$ cat src/rtl/tlc_pkg.sv
// Shared types and constants for the highway/farm-road traffic light controller.
package tlc_pkg;

  localparam int TIMER_W = 8;
  localparam logic [TIMER_W-1:0] TIMER_MAX = '1;

  // Binary state encoding; the values are fixed so the state register can be
  // observed directly when debugging.
  typedef enum logic [1:0] {
    S_HG = 2'd0,
    S_HY = 2'd1,
    S_FG = 2'd2,
    S_FY = 2'd3
  } tlc_state_e;

  typedef struct packed {
    logic hg;
    logic hy;
    logic hr;
    logic fg;
    logic fy;
    logic fr;
  } tlc_lamps_t;

  // Moore lamp decode. Every state lights exactly one lamp per road.
  function automatic tlc_lamps_t lamp_decode(input tlc_state_e s);
    tlc_lamps_t l;
    l = '0;
    case (s)
      S_HG: begin l.hg = 1'b1; l.fr = 1'b1; end
      S_HY: begin l.hy = 1'b1; l.fr = 1'b1; end
      S_FG: begin l.hr = 1'b1; l.fg = 1'b1; end
      default: begin l.hr = 1'b1; l.fy = 1'b1; end
    endcase
    return l;
  endfunction

endpackage

$ cat src/rtl/tlc_timer.sv
// State-duration timer: counts cycles spent in the current state, cleared on
// every state transition, saturating so a long idle period never wraps.
module tlc_timer
  import tlc_pkg::*;
(
  input  logic               clk_i,
  input  logic               rst_i,
  input  logic               clr_i,
  output logic [TIMER_W-1:0] count_o
);

  logic [TIMER_W-1:0] count_q;
  logic [TIMER_W-1:0] count_d;

  // Next count: clear wins, otherwise increment until the top value.
  always_comb begin
    if (clr_i) begin
      count_d = '0;
    end else if (count_q == TIMER_MAX) begin
      count_d = count_q;
    end else begin
      count_d = count_q + 1'b1;
    end
  end

  // Count register with asynchronous reset.
  always_ff @(posedge clk_i or posedge rst_i) begin
    if (rst_i) begin
      count_q <= '0;
    end else begin
      count_q <= count_d;
    end
  end

  assign count_o = count_q;

endmodule

$ cat src/rtl/tlc_top.sv
// Traffic light controller top: state FSM, state-duration timer and lamp drive.
//
//   state | meaning
//   ------+----------------------------------------------------------
//   HG    | highway green, farm red; default, held at least lvalue
//   HY    | highway yellow, farm red; exactly svalue cycles
//   FG    | highway red, farm green; until detect drops or lvalue
//   FY    | highway red, farm yellow; exactly svalue cycles
module tlc_top
  import tlc_pkg::*;
#(
  parameter int unsigned svalue = 3,
  parameter int unsigned lvalue = 8
) (
  input  logic clk,
  input  logic reset,
  input  logic detect,
  output logic hg,
  output logic hy,
  output logic hr,
  output logic fg,
  output logic fy,
  output logic fr
);

  // Expiry thresholds: a state with duration N is left when the timer,
  // which reads 0 in the first cycle of the state, reaches N-1.
  localparam logic [TIMER_W-1:0] S_LIM = TIMER_W'(svalue - 1);
  localparam logic [TIMER_W-1:0] L_LIM = TIMER_W'(lvalue - 1);

  tlc_state_e         state_q;
  tlc_state_e         state_d;
  tlc_lamps_t         lamps_q;
  logic [TIMER_W-1:0] timer;
  logic               ts;
  logic               tl;
  logic               trans;

  tlc_timer u_timer (
    .clk_i   (clk),
    .rst_i   (reset),
    .clr_i   (trans),
    .count_o (timer)
  );

  assign ts = (timer >= S_LIM);
  assign tl = (timer >= L_LIM);

  // Next-state logic; detect is only sampled in HG and FG.
  always_comb begin
    state_d = state_q;
    case (state_q)
      S_HG: if (detect && tl)  state_d = S_HY;
      S_HY: if (ts)            state_d = S_FG;
      S_FG: if (!detect || tl) state_d = S_FY;
      default: if (ts)         state_d = S_HG;
    endcase
  end

  assign trans = (state_d != state_q);

  // State and lamp registers. Lamps are loaded from the decode of the next
  // state, so they always equal the decode of the current state register and
  // change in the same cycle as the state; async reset forces HG lamps at once.
  always_ff @(posedge clk or posedge reset) begin
    if (reset) begin
      state_q <= S_HG;
      lamps_q <= lamp_decode(S_HG);
    end else begin
      state_q <= state_d;
      lamps_q <= lamp_decode(state_d);
    end
  end

  assign hg = lamps_q.hg;
  assign hy = lamps_q.hy;
  assign hr = lamps_q.hr;
  assign fg = lamps_q.fg;
  assign fy = lamps_q.fy;
  assign fr = lamps_q.fr;

endmodule

$ cat config.mk
export PLATFORM = sky130hd
export DESIGN_NAME = tlc_top
export DESIGN_NICKNAME = d
export VERILOG_FILES = /design/src/rtl/tlc_pkg.sv /design/src/rtl/tlc_timer.sv /design/src/rtl/tlc_top.sv
export SDC_FILE = /design/constraint.sdc
export NUM_CORES = 1
export LEC_CHECK = 0
export ABC_AREA = 1
export ABC_CLOCK_PERIOD_IN_PS = 1550
export CAP_MARGIN = 20
export CORE_MARGIN = 3
export CORE_UTILIZATION = 50
export CTS_CLUSTER_DIAMETER = 120
export DETAILED_ROUTE_END_ITERATION = 10
export GPL_ROUTABILITY_DRIVEN = 0
export PLACE_DENSITY = 0.78
export SLEW_MARGIN = 20
export SYNTH_ARGS = -nofsm -noshare
export SYNTH_HDL_FRONTEND = slang
export SYNTH_HIERARCHICAL = 1
export SYNTH_SLANG_ARGS = --single-unit
$ cat constraint.sdc
create_clock -name clk -period 1.55 [get_ports clk]
set_input_delay 0.2325 -clock clk [delete_from_list [all_inputs] [get_ports clk]]
set_output_delay 0.2325 -clock clk [all_outputs]
set_load 0.03 [all_outputs]
* Word-level counts from Yosys, hierarchy flattened
Cells that the tools add are included.
** Storage, ports and cells
- Flip-flop bits (word level) :: 16
- Output and inout bits :: 6
** Cells by class
- $add $sub $neg :: 1
- $lt $le $gt $ge :: 2
- Eq/ne operators :: 7
- Muxes and demuxes :: 13
- Reductions and logical operators :: 7
** Operators by type and width (count)
- 2-to-1 mux 8 bit :: 2
- adder 8 x 1 -> 8 bit (second input constant) :: 1
- == test 8 bit (second input constant) :: 1
- >= comparator 8 x 2 -> 1 bit (second input constant) :: 1
- >= comparator 8 x 3 -> 1 bit (second input constant) :: 1
- 2-to-1 mux 2 bit :: 4
- 2-to-1 mux 1 bit :: 6
- case mux 2 bit (3 select lines) :: 1
- == test 2 x 1 -> 1 bit (second input constant) :: 2
- == test 2 bit (second input constant) :: 2
- logical NOT 2 bit :: 2
- OR reduction 3 bit :: 1
- inequality test 2 bit :: 1
- inequality test 2 bit (second input constant) :: 1
- OR reduction 2 bit :: 1
- logical AND 1 bit :: 1
- logical NOT 1 bit :: 1
- logical OR 1 bit :: 1

* Depth between registers and ports, before layout
Gate-level depths: netlist of the first run.
- Depth after elaboration :: 7
- Gate-level depth with buffers :: 9
- Mapped depth without buffers :: 9

* By module
The synthesis of the first run kept the hierarchy.
** By module, submodules not included
- tlc_timer :: times used 1, cells each 59, area each 471.7 sq um
- tlc_top :: times used 1, cells each 44, area each 376.6 sq um

* Least setup slack after synthesis of the first run
No wires, ideal clock.
- Path kind :: register -> register
- Start :: reg u_timer.count_q[5] (netlist: u_timer/count_o[5])
- End :: reg u_timer.count_q[0] (netlist: u_timer/count_o[0])
- Library setup time :: 74 ps
- Data arrival time :: 1286 ps
- Data required time :: 1476 ps
- Setup slack :: 190 ps
- Cell stages (with the launch flop) :: 10
- Path through :: dfrtp_1 nor2_2 nand2_1 inv_1 nand2_2 nand2_2 nand2_1 inv_1 nand3_4 o21ai_2
** On the way
- Cells in the longest elaborated chain, start to end :: 6
- Elaborated cells between the ends (all ways) :: 13
- Those cells by class :: order compare (2); eq/ne (3); mux (6); reduce/logical (2)
** RTL lines
- from (decl) :: line tlc_timer.sv:12 : logic [TIMER_W-1:0] count_q;
- from (signal assigned) :: line tlc_timer.sv:31 : count_q <= count_d;
- >= comparator 8 x 3 -> 1 bit :: line tlc_top.sv:47 : assign tl = (timer >= L_LIM);
- logical OR 1 bit or logical AND 1 bit (tied branches) :: line tlc_top.sv:55, tlc_top.sv:53
- 2-to-1 mux 2 bit (on tied branches) :: line tlc_top.sv:55, tlc_top.sv:53
- case mux 2 bit (3 select lines) * :: line tlc_top.sv:52 : case (state_q)
- inequality test 2 bit * :: line tlc_top.sv:60 : assign trans = (state_d != state_q);
- net trans :: line tlc_top.sv:37 : logic trans;
- inequality test 2 bit (no line) or 2-to-1 mux 8 bit (tied branches)
Mark *: on every way through the listed nets, which the timed path passes. The rest lies on a longest branch.
A chain may end at the register's enable or synchronous reset.

* Worst setup path in the final report of the first run
- Start :: reg lamps_q, in the netlist fg
- End :: out fg
** RTL lines
- from (decl) :: line tlc_top.sv:33 : tlc_lamps_t lamps_q;
- from (signal assigned) :: line tlc_top.sv:68 : lamps_q <= lamp_decode(S_HG);
- from (signal assigned) :: line tlc_top.sv:71 : lamps_q <= lamp_decode(state_d);
- to (decl) :: line tlc_top.sv:21 : output logic fg,
No word-level cell between the ends.

==> results of run 1 <==
layout make-up:
class                           count  area (um^2)
Inverter                           15         56.3
Clock buffer                        3         22.5
Sequential cell                    16          403
Fill cell                         139          561
Timing Repair Buffer               11          108
Multi-Input combinational cell     72          389
Tap cell                           16         20.0
per-stage QoR:
step                      hold slack (ns)  setup WS [ns]
after floorplan                    0.0467          0.190
after global placement              0.522        -0.0132
after detailed placement            0.523        -0.0242
after CTS                           0.218         0.0352
after global routing                0.239        0.00911
final                               0.215         0.0512
synthesized netlist by cell type, drive strengths merged:
master / number / area (um^2)
o21ai: 4 / 31.3
or2: 2 / 12.5
xnor2: 1 / 8.76
ha: 1 / 12.5
o21bai: 1 / 7.51
nand3: 18 / 108
nor2: 14 / 75.1
dfstp: 2 / 52.6
dfrtp: 14 / 350
nand2: 31 / 134
inv: 15 / 56.3
how the worst max path moves through the flow:
stage	startpoint	to	slack, ns	cells after the start
after floorplan	u_timer/count_o[5]$_DFFE_PP0P_	u_timer/count_o[0]$_DFFE_PP0P_	0.19	9
final	fg$_DFF_PP0_	fg	0.05	1
after detailed placement	detect	u_timer/count_o[1]$_DFFE_PP0P_	-0.02	7
after global routing	fg$_DFF_PP0_	fg	0.009	1
after CTS	fg$_DFF_PP0_	fg	0.04	1
after global placement	detect	u_timer/count_o[0]$_DFFE_PP0P_	-0.01	7
worst register-to-register path, delay by kind of cell (launching register included):
| kind | cells | cell delay (ns) |
|---|---|---|
| flip-flops | 1 | 0.45 |
| buffers and inverters | 2 | 0.21 |
| AND/OR/NAND/NOR | 6 | 0.55 |
| AO/OA/AOI/OAI | 1 | 0.13 |
power groups by stage:
stage | Clock (uW) | Sequential [uW] | Combinational [uW]
4_1_cts | 208 | 669 | 837
2_1_floorplan | 0 | 808 | 461
6_report | 200 | 669 | 829
3_3_place_gp | 0 | 672 | 837
5_1_grt | 227 | 687 | 918
3_5_place_dp | 0 | 679 | 851
kinds of logic (layout without fill, tap and decap cells):
kind of cell | after synthesis | count (layout) | synth area share [%]
buffers and inverters | 15 | 29 | 6.64
DFF | 16 | 16 | 47.5
xor gates and xnor gates | 1 | 1 | 1.03
AOI/OAI and AO/OA | 5 | 5 | 4.57
adders and majority gates | 1 | 1 | 1.47
and+or+nand+nor | 65 | 65 | 38.8
registers in the layout, summed over array words and instances (netlist names):
signal and flops:
fg 1, fr 1, fy 1, hg 1, hr 1, hy 1, state_q 2, u_timer/count_o 8
layer usage:
layer  track usage (%)  vias to the layer above  routed length (um)
met1              21.0                      323                 688
met2              24.4                        8                 731
li1                  -                      356                   -
met5                 0                        -                   0
met3              6.90                        2                  55
met4              1.66                        0                   8
==> results.toml, run 1 <==
[power]
sw_power_uw = 733
combPwrFrac_pct = 48.8
max_rail_drop_vdd_uv = 1110
power.leakage_uw = 0.000546
pwr_density_cell_nw_per_um2 = 1700
internal_power_component_uw = 965
seqPwrFrac_pct = 39.4
power.clock.fraction_pct = 11.8
report.power.total_uw = 1700
power.share.switching_pct = 43.1

[layout]
most-common-layout-cells = "nand2_1 (24), nand3_1 (16), inv_1 (14), dfrtp_1 (14), nor2_1 (9)"
num_antenna_cells = 0
syn2layout_area_growth_pct = 17.7
layout.cells.most_common = "nand2_1"
nets = 123
layout.cell_area.non_filler_um2 = 998
final_cells = 133
core_utilization_of_the_finished_layout_pct = 64.0
drive_above_1_share_pct = 23.1

[worst_setup_path]
timing.critical_path.max_delay_family = "buffers and inverters"
worst_path_max_delay_cell = "clkdlybuf4s50_1"
regToRegSetupSlack_ns = 0.15
worst_path_bufs_invs = 1
critical_path.max_fanout = 1
critPathArrivalTime_ns = 1.27
critical_path_class = "flop to output pin"
rr_startpoint = "u_timer/count_o[1]$_DFFE_PP0P_"
crit_path_max_incr_delay_ns = 0.67
timing.rr.end = "u_timer/count_o[1]$_DFFE_PP0P_"
timing.critical_path.cells = "clkdlybuf4s50_1"
crit_path_start_kind = "flop"
ff2ff_path_depth = 9
cp-end-kind = "output pin"
required_ns = 1.32

[clock_network]
root_buffer = "clkbuf_4"
post_cts_buffers = 0
numCtsBuffers = 3
ctsLongestPathBuffers = 2
cts_resized = 2
tritoncts = "done"
cts_hold_buffers = 0
clk-insertion-delay-late_ns = 0.27
worst_setup_hold_path_clk_slew_ns = 0.08
clock_sinks = 16
ctsHtreeMaxLevel = 1

[floorplan]
floorplan.die.height_um = 47.2
die_x_um = 47.2
floorplan.die_area_um2 = 2230
design.portCount = 9
placeableCoreArea_um2 = 1560
floorplan.initialDensity_pct = 54.4
floorplan.rows = 14

[placed_design]
placedInstanceArea_um2 = 971
buffers_added_on_ports = 8
placedCellCount = 130
dp_hpwl_um = 1200

[routing]
route.final.wire_length_um = 1480
drt-wirelength-per-cell_um = 11.2
post-route-drc-count = 0
drt_first_pass_iters = 4
drtAntennaViolNets = 0
number_of_violations_reported_at_the_end_of_detailed_routing_iteration_0 = 12
vias_per_cell = 5.18
via_count = 689

[synth]
synth-seq-cells = 16
synth_fp_nets = 107
yosys.cell_types.count = 18
syn-cell-area_um2 = 848
synthesis.instances = 103
post_synth.cell_area_avg_um2 = 8.24
synth-seq-area-share_pct = 47.5
yosysWarningCount = 6

[global_route]
maximum_number_of_pins_on_one_net_before_global_route_repair = 9
track_usage_pct = 15.7
grt_pass1_wl_um = 2390
gr-total-overflow = 0
antenna_found_initial = 0
grt_pass1_vias = 570

[timing]
finalSetupTns_ns = 0
setup_viol = 0
min_period_ns = 1.50
actual_slew_at_the_worst_max_slew_pin_ns = 0.319
timing.max_slew.rel_slack_pct = 78.7
final_min_period_over_clock_period_pct = 96.7
finClkSkew_ns = 0.000553
timing_max_transition_violations_final = 0
max_freq_mhz = 667
grt_setup_unrepaired = "false"
hold_violations = 0

[outcome]
outcome = "completed"

[hold_path]
hold_path_class = "input pin to asynchronous set/reset pin"

[run]
maxCapViolations = 0
Note: power is estimated with default switching activity, not from simulation.
==> run 2: changes to the inputs <==
--- a/config.mk
+++ b/config.mk
@@ -7,7 +7,6 @@
 export LEC_CHECK = 0
 export ABC_AREA = 1
 export ABC_CLOCK_PERIOD_IN_PS = 1550
-export CAP_MARGIN = 20
 export CORE_MARGIN = 3
 export CORE_UTILIZATION = 50
 export CTS_CLUSTER_DIAMETER = 120
==> results of run 2 <==
No change in the layout: final DEF, timing and power equal those of run 1.
